## src/rtl/edge_evt_pkg.sv

```systemverilog
// Shared defaults and the round-robin winner search for the edge event arbiter.
package edge_evt_pkg;

  localparam int N_CH_DEF  = 4;
  localparam int CNT_W_DEF = 3;
  // Widest request vector rr_pick can search; channel counts above this are unsupported.
  localparam int RR_MAX    = 32;

  // Returns the first requesting index after ptr, searching ptr+1, ptr+2, ...
  // wrapping modulo n_ch. Returns ptr unchanged when nothing requests.
  function automatic logic [31:0] rr_pick(input logic [RR_MAX-1:0] req,
                                          input logic [31:0]       ptr,
                                          input logic [31:0]       n_ch);
    logic [31:0] idx;
    logic [31:0] win;
    logic        found;
    win   = ptr;
    found = 1'b0;
    for (int k = 1; k <= RR_MAX; k++) begin
      idx = ptr + 32'(k);
      if (idx >= n_ch) begin
        idx = idx - n_ch;
      end else begin
        idx = idx;
      end
      // idx is below n_ch (<= RR_MAX) whenever k <= n_ch, so 5 bits suffice
      if (!found && (32'(k) <= n_ch) && req[idx[4:0]]) begin
        found = 1'b1;
        win   = idx;
      end else begin
        found = found;
      end
    end
    return win;
  endfunction

endpackage

```

## src/rtl/rise_counter.sv

```systemverilog
// Per-channel rising-edge detector with a saturating count of undelivered edges
// and a sticky overflow flag for edges dropped at saturation.
module rise_counter
  import edge_evt_pkg::*;
#(
  parameter int CNT_W = CNT_W_DEF
) (
  input  logic             clk,
  input  logic             reset,
  input  logic             din,
  input  logic             dec,
  output logic [CNT_W-1:0] pend_cnt,
  output logic             ovf
);

  localparam logic [CNT_W-1:0] CNT_MAX = {CNT_W{1'b1}};

  logic             r_din_q;
  logic [CNT_W-1:0] r_cnt;
  logic             r_ovf;
  logic             w_inc;

  // A rise is a high level that was low on the previous cycle; reset treats din as low.
  assign w_inc = din & ~r_din_q;

  // Track the previous level and update the pending count; inc+dec together cancel.
  always_ff @(posedge clk) begin
    if (reset) begin
      r_din_q <= 1'b0;
      r_cnt   <= {CNT_W{1'b0}};
      r_ovf   <= 1'b0;
    end else begin
      r_din_q <= din;
      case ({w_inc, dec})
        2'b10: begin
          if (r_cnt == CNT_MAX) begin
            r_ovf <= 1'b1;
          end else begin
            r_cnt <= r_cnt + {{(CNT_W-1){1'b0}}, 1'b1};
          end
        end
        2'b01:   r_cnt <= r_cnt - {{(CNT_W-1){1'b0}}, 1'b1};
        default: r_cnt <= r_cnt;
      endcase
    end
  end

  assign pend_cnt = r_cnt;
  assign ovf      = r_ovf;

endmodule

```

## src/rtl/edge_event_arbiter.sv

```systemverilog
// Turns rising edges on N_CH level inputs into events, queued per channel as
// saturating counts, and serialises them round-robin onto one valid/ready port.
module edge_event_arbiter
  import edge_evt_pkg::*;
#(
  parameter int N_CH  = N_CH_DEF,
  parameter int CNT_W = CNT_W_DEF,
  localparam int ID_W = $clog2(N_CH)
) (
  input  logic            clk,
  input  logic            reset,
  input  logic [N_CH-1:0] din,
  output logic            ev_valid,
  input  logic            ev_ready,
  output logic [ID_W-1:0] ev_id,
  output logic            pend_any,
  output logic [N_CH-1:0] ovf
);

  logic [CNT_W-1:0] w_pend_cnt [N_CH];
  logic [N_CH-1:0]  w_req;
  logic [N_CH-1:0]  w_dec;
  logic             w_any;
  logic             w_free;
  logic             w_load;
  logic [ID_W-1:0]  w_win;

  logic             r_ev_valid;
  logic [ID_W-1:0]  r_ev_id;
  logic [ID_W-1:0]  r_rr_ptr;

  genvar g;
  generate
    for (g = 0; g < N_CH; g++) begin : g_ch
      rise_counter #(
        .CNT_W (CNT_W)
      ) u_rise_counter (
        .clk      (clk),
        .reset    (reset),
        .din      (din[g]),
        .dec      (w_dec[g]),
        .pend_cnt (w_pend_cnt[g]),
        .ovf      (ovf[g])
      );
      // Only the channel chosen for this load gives up one pending edge.
      assign w_dec[g] = w_load && (w_win == ID_W'(g));
    end
  endgenerate

  // Channels with any undelivered edges request the output stage.
  always_comb begin
    w_req = {N_CH{1'b0}};
    for (int i = 0; i < N_CH; i++) begin
      w_req[i] = (w_pend_cnt[i] != {CNT_W{1'b0}});
    end
  end

  assign w_any  = |w_req;
  assign w_free = !r_ev_valid || ev_ready;
  assign w_load = w_free && w_any;
  assign w_win  = ID_W'(rr_pick(RR_MAX'(w_req), 32'(r_rr_ptr), 32'(N_CH)));

  // Output register: reload whenever the slot is empty or being accepted this edge.
  always_ff @(posedge clk) begin
    if (reset) begin
      r_ev_valid <= 1'b0;
      r_ev_id    <= {ID_W{1'b0}};
      r_rr_ptr   <= ID_W'(N_CH - 1);
    end else if (w_load) begin
      r_ev_valid <= 1'b1;
      r_ev_id    <= w_win;
      r_rr_ptr   <= w_win;
    end else if (w_free) begin
      r_ev_valid <= 1'b0;
    end else begin
      r_ev_valid <= r_ev_valid;
    end
  end

  assign ev_valid = r_ev_valid;
  assign ev_id    = r_ev_id;
  assign pend_any = w_any;

endmodule

```

## config.mk

```make
export PLATFORM = sky130hd
export DESIGN_NAME = edge_event_arbiter
export DESIGN_NICKNAME = d
export VERILOG_FILES = /design/src/rtl/edge_evt_pkg.sv /design/src/rtl/rise_counter.sv /design/src/rtl/edge_event_arbiter.sv
export SDC_FILE = /design/constraint.sdc
export NUM_CORES = 1
export LEC_CHECK = 0
export CAP_MARGIN = 20
export CORE_MARGIN = 2
export CORE_UTILIZATION = 51
export CTS_CLUSTER_DIAMETER = 100
export CTS_CLUSTER_SIZE = 8
export DETAILED_ROUTE_END_ITERATION = 12
export PLACE_DENSITY = 0.76
export SLEW_MARGIN = 10
export SYNTH_ARGS = -nofsm -noshare
export SYNTH_HDL_FRONTEND = slang
export SYNTH_SLANG_ARGS = --single-unit
export TNS_END_PERCENT = 5
```

## constraint.sdc

```tcl
create_clock -name clk -period 3.5 [get_ports clk]
set_input_delay 0.7 -clock clk [delete_from_list [all_inputs] [get_ports clk]]
set_output_delay 0.7 -clock clk [all_outputs]
set_load 0.05 [all_outputs]
```

==> flow_summary.json, run 1 <==
{
  "path_buf_inv": 1,
  "crit_family": "compound AO/OA/AOI/OAI gates",
  "nets": 240,
  "drive_gt1_share_pct": 28.89,
  "cp.required_ns": 3.71,
  "synth_simple_gate_area_share_pct": 26.70,
  "critPathSlowestCell": "dfxtp_4",
  "critical_path_class": "reg -> reg",
  "path_cells": "inv_2 -> ha_4 -> a21bo_2 -> or3_4 -> a22o_1 -> o211ai_1 -> o211ai_1 -> nand2b_1 -> fa_2 -> or3_1 -> mux2i_1 -> mux2_2",
  "start_util_pct": 53.55,
  "first_iter_violations": 108,
  "ioPinCount": 15,
  "cp_common_cell": "o211ai_1",
  "netlist_instances": 195,
  "synth_mux_area_share_pct": 13.27,
  "yosys.area_share.xor_xnor_pct": 0,
  "synth_nets": 209,
  "rsz0062_at_grt": "yes",
  "yosysUniqueCellTypes": 44,
  "slew_violations": 0,
  "netlist_area_sq_mm": 0.001622,
  "crit_path_max_fanout": 7,
  "finalCritPeriodShare_pct": 99.52,
  "numCtsBuffers": 3,
  "grt_pass1_vias": 1359,
  "arrival_ns": 3.70,
  "cts_buffer_depth": 2,
  "cts_sinks": 25,
  "numPortBuffers": 14,
  "area_growth_pct": 27.55,
  "hold_viol": 0,
  "antenna_cells": 0,
  "dp.final_hpwl_um": 2548,
  "synth_top_family_by_area": "simple AND/OR/NAND/NOR gates",
  "vias": 1491,
  "cts_tree": "done",
  "grt_pass1_wl_um": 5975,
  "antenna_found_initial": 0,
  "clock_latency_ns": 0.31,
  "rows": 20,
  "skew_ns": 0.005136,
  "fmax_mhz": 287.1,
  "htreeDepth": 1,
  "drt-vias-per-instance": 5.543,
  "synth_seq_cells": 25,
  "grt_remaining_overflow": 0,
  "gp_congestion": 0.9108,
  "dr.pass1.iters": 4,
  "drt-total-wl_um": 3711,
  "wl_per_cell_um": 13.80,
  "core-area_sq_mm": 0.003028,
  "critPathLaunchType": "flop",
  "grt_start_max_net_pins": 34,
  "hp-class": "reg -> reg",
  "root_buffer": "clkbuf_4",
  "slew-limit-headroom_pct": 60.16,
  "synth_fa_ha_area_share_pct": 7.253,
  "synth.avg_cell_area_sq_um": 8.316,
  "setup_viol": 0,
  "outcome": "finished clean",
  "period_minus_slack_ns": 3.483,
  "hold_ws_ns": 0.4819,
  "die_w_um": 60.39,
  "ys_seq_area_share_pct": 30.86,
  "hold_buffers": 0,
  "synth_compound_area_share_pct": 15.66,
  "die_height_um": 60.39,
  "maxCapViolCount": 0,
  "path_clk_slew_ns": 0.14,
  "ys_warn_count": 0,
  "die_area_sq_mm": 0.003646,
  "ant_nets": 0,
  "drc": 0,
  "tightest_slew_ns": 0.5976,
  "track_usage_pct": 21.40,
  "end_kind": "flop",
  "slowest_delay_ns": 0.38
}
## metal layers
metal,global-route usage [%],wire length (um),vias to the layer above
li1,-,-,734
met1,27.80,1624,705
met2,36.80,1851,44
met3,2.985,154,8
met4,6.667,80,0
met5,0,0,-
## cells in the mapped netlist (all sizes together)
library cell | number | share of area, %
a211oi | 3 | 2.0
a21bo | 1 | 0.62
a21oi | 7 | 2.2
a221o | 2 | 1.3
a222oi | 1 | 0.62
a22o | 1 | 0.54
a22oi | 1 | 0.46
a31oi | 2 | 0.77
and2 | 2 | 0.85
and3 | 2 | 0.85
buf | 5 | 2.1
clkbuf | 5 | 1.2
dfxtp | 25 | 31
fa | 4 | 4.9
ha | 3 | 2.3
inv | 13 | 3.0
mux2 | 12 | 8.3
mux2i | 8 | 4.9
nand2 | 14 | 3.2
nand2b | 7 | 2.7
nand3 | 2 | 0.62
nor2 | 30 | 6.9
nor2b | 10 | 3.9
nor3 | 8 | 2.5
nor4 | 2 | 0.77
nor4b | 1 | 0.54
o211ai | 4 | 1.9
o21a | 1 | 0.46
o21ai | 3 | 0.93
o21ba | 2 | 1.2
o21bai | 1 | 0.46
o221ai | 2 | 1.1
o311a | 1 | 0.69
o31ai | 1 | 0.46
or3 | 8 | 3.4
or4 | 1 | 0.46
## worst register-to-register path, stage by stage, from the launching register on
cell and delay, ns:
dfxtp_4 0.38, inv_2 0.07, ha_4 0.30, a21bo_2 0.24
or3_4 0.33, a22o_1 0.26, o211ai_1 0.23, o211ai_1 0.18
nand2b_1 0.20, fa_2 0.34, or3_1 0.37, mux2i_1 0.15
mux2_2 0.34
## cell families (layout without fill, tap and decap cells)
family / after synthesis / count (layout)
DFF: 25 / 25
AOI/OAI and AO/OA: 33 / 33
muxes: 20 / 20
adders and majority gates: 7 / 7
and+or+nand+nor: 87 / 87
buffers and inverters: 23 / 53
## cells in the final DEF (no fill, tap or decap), types with 3 or more instances in the layout
| cell | count |
|---|---|
| nand2_1 | 14 |
| dfxtp_1 | 19 |
| nor3_1 | 7 |
| or3_1 | 5 |
| a211oi_2 | 3 |
| mux2_2 | 10 |
| o211ai_1 | 4 |
| nor2_1 | 30 |
| dfxtp_2 | 4 |
| nand2b_1 | 6 |
| inv_1 | 11 |
| nor2b_1 | 10 |
| or3_4 | 3 |
| clkbuf_4 | 3 |
| buf_4 | 20 |
| mux2i_1 | 7 |
| clkdlybuf4s50_1 | 14 |
| a21oi_1 | 7 |
## registers in the layout (all words and copies together), names as in the netlist
name / count
ev_valid: 1
ev_id: 2
g_ch.u_rise_counter.ovf: 4
r_rr_ptr: 2
g_ch.u_rise_counter.r_din_q: 4
g_ch.u_rise_counter.pend_cnt: 12
## worst paths after layout
check                                  from                                 end  slack, ns  cells after the start
worst max register to register  r_rr_ptr[0]  g_ch[0].u_rise_counter.pend_cnt[2]       0.02                     12
worst max-delay path            r_rr_ptr[0]  g_ch[0].u_rise_counter.pend_cnt[2]       0.02                     12
worst min-delay path               ev_id[0]                            ev_id[0]       0.48                      2
worst min register to register     ev_id[0]                            ev_id[0]       0.48                      2
## through the flow
step | util, % | TNS [ns] | setup WS (ns) | area, sq um | instances
6_report | 68.31 | 0 | 0.01669 | 2068 | 269
3_3_place_gp | 61.57 | 0 | 0.05022 | 1864 | 254
3_5_place_dp | 61.57 | -0.02251 | -0.02251 | 1864 | 254
4_1_cts | 64.34 | 0 | 0.006921 | 1948 | 265
5_1_grt | 68.31 | -0.5538 | -0.1838 | 2068 | 269
2_1_floorplan | - | 0 | 0.03981 | 1649 | 195
## area by class of cell
cell class	count	area, sq um
Multi-Input combinational cell	147	1096
Clock buffer	4	26.28
Sequential cell	25	513.0
Timing Repair Buffer	36	329.1
Fill cell	255	959.7
Tap cell	44	55.05
Inverter	13	48.80
## what timing repair did
action                                  in CTS  in global routing
endpoints found under the hold margin        0                  0
pin swaps                                    3                 11
endpoints found under the setup margin       2                  6
buffers inserted                             7                  3
gates resized for setup                      2                 17
Power of run 1 is left out: the tool's default activity adds up to more than one toggle a clock period on the data nets, which glitch-free logic cannot reach.
==> run 2, diff against run 1 <==
- CORE_UTILIZATION: 51 -> 40
- PLACE_DENSITY: 0.76 -> 0.62
==> flow_summary.json, run 2 (synthesized netlist as in run 1, its figures left out) <==
{
  "track_usage_pct": 15.22,
  "fmax_mhz": 296.6,
  "outcome": "finished clean",
  "wl_per_cell_um": 11.83,
  "ant_nets": 0,
  "ir_drop_mv": 0.4418,
  "grt_pass1_wl_um": 5313,
  "ioPinCount": 15,
  "hold_viol": 0,
  "finalCritPeriodShare_pct": 96.34,
  "cts_sinks": 25,
  "critical_path_class": "reg -> reg",
  "antenna_cells": 0,
  "die_area_sq_mm": 0.004579,
  "period_minus_slack_ns": 3.372,
  "area_growth_pct": 24.92,
  "numPortBuffers": 14,
  "power_leakage_nw": 0.8480,
  "root_buffer": "clkbuf_8",
  "met1_usage_pct": 20.93,
  "rsz0062_at_grt": "yes",
  "end_kind": "flop",
  "vias": 1392,
  "dr.pass1.iters": 4,
  "fill_cells": 366,
  "die_w_um": 67.67,
  "htreeDepth": 1,
  "numCtsBuffers": 3,
  "grt_start_max_net_pins": 32,
  "largest_reg_flops": 12,
  "setup_viol": 0,
  "hp-class": "reg -> reg",
  "hold_buffers": 0,
  "start_util_pct": 41.13,
  "antenna_found_initial": 0,
  "top_usage_layer": "met2",
  "grt_remaining_overflow": 0,
  "slew-limit-headroom_pct": 28.83,
  "drt-total-wl_um": 3218,
  "dp.final_hpwl_um": 2447,
  "cts_tree": "done",
  "clock_latency_ns": 0.27,
  "cts_buffer_depth": 2,
  "drc": 0,
  "drt-vias-per-instance": 5.118,
  "die_height_um": 67.67,
  "pwr_density_cell_mw_per_mm2": 1116,
  "cp.required_ns": 3.67,
  "path_clk_slew_ns": 0.09,
  "grt_pass1_vias": 1210,
  "final_area_sq_mm": 0.002026,
  "use_met2_pct": 23.04,
  "nets": 237,
  "skew_ns": 0.005441,
  "core-area_sq_mm": 0.003943,
  "crit_path_max_fanout": 5,
  "arrival_ns": 3.54,
  "drive_gt1_share_pct": 25.23,
  "first_iter_violations": 88,
  "gr-usage-met3_pct": 2.500,
  "slew_violations": 0,
  "finalPower_w": 0.002260,
  "maxCapViolCount": 0,
  "critPathLaunchType": "flop",
  "rows": 23,
  "tightest_slew_ns": 1.064,
  "gp_congestion": 0.8778,
  "final_common_cell": "nor2_1",
  "dpl_cell_area_sq_mm": 0.001917,
  "layout_common_cells": "nor2_1 (30), dfxtp_1 (23), buf_4 (19), nand2_1 (14), clkdlybuf4s50_1 (14)"
}
[run 2: cell types whose count changed in the layout (fill, tap and decap cells not counted), sizes merged]
cell / before / now
clkbuf: 4 / 3
clkinv: 0 / 1
buf: 22 / 19
[run 2: critical path: stages (launching register included)]
cell and delay (ns):
dfxtp_1 0.35, or3_4 0.42, a221o_1 0.42, a222oi_1 0.39, o21a_1 0.18, o211ai_1 0.12
nand2b_4 0.17, fa_2 0.34, or3_1 0.37, mux2i_1 0.16, mux2_2 0.35
[run 2: what timing repair did]
item / CTS / global route
gates resized for setup: 2 / 9
pin swaps: 0 / 11
endpoints found under the setup margin: 1 / 4
buffers inserted: 1 / 1
[run 2: power breakdown]
| group | internal, W | switching [W] |
|---|---|---|
| Sequential | 0.000370 | 0.0000749 |
| Clock | 0.0000797 | 0.0000948 |
| Combinational | 0.000833 | 0.000808 |
| Total | 0.00128 | 0.000978 |
[run 2: final cells by class]
| type | count | area (sq um) | area share [%] |
|---|---|---|---|
| well taps | 50 | 62.56 | 3.088 |
| clock buffers | 3 | 41.29 | 2.038 |
| flip-flops and latches | 25 | 505.5 | 24.95 |
| repair buffers | 33 | 282.8 | 13.96 |
| multi-input cells | 147 | 1077 | 53.18 |
| inverters | 13 | 51.30 | 2.532 |
| clock inverters | 1 | 5.005 | 0.2471 |
[run 2: routing by layer]
metal / up-vias / wire [um]
li1: 734 / -
met1: 628 / 1628
met2: 21 / 1406
met3: 9 / 96
met4: 0 / 87
met5: - / 0
[run 2: worst paths after layout]
| path | from | to | slack, ns | cells past startpoint |
|---|---|---|---|---|
| worst max register to register | g_ch[2].u_rise_counter.pend_cnt[0] | g_ch[2].u_rise_counter.pend_cnt[2] | 0.13 | 10 |
| worst min-delay path | ev_id[0] | ev_id[0] | 0.46 | 2 |
| worst max-delay path | g_ch[2].u_rise_counter.pend_cnt[0] | g_ch[2].u_rise_counter.pend_cnt[2] | 0.13 | 10 |
| worst min register to register | ev_id[0] | ev_id[0] | 0.46 | 2 |
[run 2: stage by stage]
step / cells / worst slack, ns / utilization [%] / TNS (ns) / hold slack (ns)
2_1_floorplan: 195 / 0.03981 / - / 0 / 0.4380
3_3_place_gp: 266 / 0.01061 / 48.62 / 0 / 0.4437
3_5_place_dp: 266 / -0.05266 / 48.62 / -0.05266 / 0.4505
4_1_cts: 271 / 0.006557 / 50.17 / 0 / 0.4644
5_1_grt: 272 / -0.05016 / 51.38 / -0.05016 / 0.4950
6_report: 272 / 0.1281 / 51.38 / 0 / 0.4570
No activity file was read; power rests on OpenSTA's default activity.
==> run 3, diff against run 2 <==
- CORE_UTILIZATION: 40 -> 35
- PLACE_DENSITY: 0.62 -> 0.53
- clock period: 3.5 -> 3.9 ns (I/O delays scaled with it)
==> flow_summary.json, run 3 (synthesized netlist as in run 1, its figures left out) <==
{
  "core-area_sq_mm": 0.004414,
  "dp.final_hpwl_um": 2481,
  "tightest_slew_ns": 0.6505,
  "period_minus_slack_ns": 3.649,
  "cts_buffer_depth": 2,
  "hold_buffers": 0,
  "vias": 1353,
  "grt_pass1_vias": 1264,
  "area_growth_pct": 16.28,
  "arrival_ns": 3.82,
  "path_clk_slew_ns": 0.09,
  "hp-class": "reg -> reg",
  "cp.required_ns": 4.07,
  "reg2reg_slack_ns": 0.25,
  "maxCapViolCount": 0,
  "drt-total-wl_um": 3343,
  "critPathSlowestCell": "dfxtp_1",
  "nets": 224,
  "track_usage_pct": 13.98,
  "ir_drop_mv": 0.5409,
  "fmax_mhz": 274.0,
  "critPathLaunchType": "flop",
  "ioPinCount": 15,
  "slew_violations": 0,
  "rsz0062_at_grt": "no",
  "critical_path_class": "reg -> reg",
  "ant_nets": 0,
  "power_leakage_nw": 0.7624,
  "cts_tree": "done",
  "gp_congestion": 0.9093,
  "finalCritPeriodShare_pct": 93.57,
  "r2r-end": "g_ch[2].u_rise_counter.pend_cnt[2]",
  "drive_gt1_share_pct": 14.83,
  "pwr_density_cell_mw_per_mm2": 989.8,
  "slowest_delay_ns": 0.40,
  "hold_viol": 0,
  "numPortBuffers": 14,
  "die_area_sq_mm": 0.005193,
  "setup-tns-final_ns": 0,
  "skew_ns": 0.001372,
  "hold_ws_ns": 0.4703,
  "cts_sinks": 25,
  "path_cells": "inv_1 -> ha_4 -> a21bo_2 -> or3_1 -> a22o_1 -> o211ai_1 -> o211ai_1 -> nand2b_1 -> fa_1 -> or3_1 -> mux2i_1 -> mux2_2",
  "end_kind": "flop",
  "outcome": "finished clean",
  "start_util_pct": 36.73,
  "rows": 24,
  "antenna_cells": 0,
  "drt-vias-per-instance": 5.184,
  "slew-limit-headroom_pct": 56.37,
  "dr.pass1.iters": 5,
  "die_height_um": 72.07,
  "grt_pass1_wl_um": 5809,
  "largest_reg_flops": 12,
  "crit_path_max_fanout": 11,
  "hold_path_depth": 2,
  "grt_remaining_overflow": 0,
  "grt_start_max_net_pins": 38,
  "root_buffer": "clkbuf_8",
  "min-delay-start": "ev_id[0]",
  "setup_viol": 0,
  "numCtsBuffers": 3,
  "layout_common_cells": "nor2_1 (30), dfxtp_1 (25), nand2_1 (14), clkdlybuf4s50_1 (14), inv_1 (13)",
  "first_iter_violations": 95,
  "whs_endpoint": "ev_id[0]",
  "drc": 0,
  "htreeDepth": 1,
  "final_common_cell": "nor2_1",
  "die_w_um": 72.07,
  "r2r_cells": 12,
  "antenna_found_initial": 0,
  "clock_latency_ns": 0.27,
  "r2r_start": "r_rr_ptr[1]",
  "wl_per_cell_um": 12.81
}
-- run 3: changes by cell type in the layout (fill, tap and decap cells not counted), moves of 2 or more --
cell and change:
buf_4 -13, fa_1 +3, fa_2 -3, dfxtp_1 +2, inv_1 +2, nand2b_1 +2
nand2b_4 -2
-- run 3: worst max path at each step --
stage	slack (ns)	start	to
after detailed placement	0.09	r_rr_ptr[1]	g_ch[2].u_rise_counter.pend_cnt[2]
after floorplan	0.31	r_rr_ptr[0]	g_ch[2].u_rise_counter.pend_cnt[2]
final	0.25	r_rr_ptr[1]	g_ch[2].u_rise_counter.pend_cnt[2]
after global routing	0.03	r_rr_ptr[0]	g_ch[3].u_rise_counter.pend_cnt[2]
after CTS	0.06	r_rr_ptr[1]	g_ch[2].u_rise_counter.pend_cnt[2]
after global placement	0.19	r_rr_ptr[1]	g_ch[2].u_rise_counter.pend_cnt[2]
-- run 3: final cells by class --
| type | instances | area (sq um) |
|---|---|---|
| repair buffers | 20 | 185.2 |
| clock buffers | 3 | 41.29 |
| clock inverters | 1 | 5.005 |
| fillers | 440 | 2529 |
| well taps | 52 | 65.06 |
| inverters | 13 | 48.80 |
| flip-flops and latches | 25 | 500.5 |
| multi-input cells | 147 | 1040 |
-- run 3: report_power, final --
part	total (W)	internal, W	switching, W
registers	0.000399	0.000329	0.0000697
logic	0.00131	0.000600	0.000710
clock network	0.000157	0.0000716	0.0000854
total	0.00187	0.00100	0.000865
-- run 3: worst max-delay path, delay by kind of cell, from the launching register on --
family / cells / cell delay, ns
flops: 1 / 0.40
compound gates: 4 / 0.90
fa+ha+maj: 2 / 0.72
simple gates: 3 / 0.90
mux: 2 / 0.50
buf+inv: 1 / 0.13
-- run 3: per-layer routing --
metal / wire length [um] / vias up / GRT usage [%]
met2: 1610 / 34 / 23.04
li1: - / 706 / -
met3: 126 / 2 / 3.333
met5: 0 / - / 0
met1: 1585 / 611 / 18.83
met4: 21 / 0 / 2.516
-- run 3: repair_timing --
| action | in CTS | in global routing |
|---|---|---|
| resized for setup | 0 | 3 |
| setup endpoints to repair | 0 | 4 |
| setup buffers | 0 | 2 |
| hold endpoints to repair | 0 | 0 |
-- run 3: through the flow --
step / worst slack [ns] / cells / total power, W / util [%] / area [sq um]
final: 0.2507 / 261 / 0.001866 / 42.72 / 1886
after detailed placement: 0.09258 / 255 / 0.001620 / 40.87 / 1804
after global placement: 0.1933 / 255 / 0.001598 / 40.87 / 1804
after floorplan: 0.3143 / 195 / 0.001329 / - / 1622
after CTS: 0.06164 / 259 / 0.001795 / 41.92 / 1851
after global routing: 0.03136 / 261 / 0.002019 / 42.72 / 1886
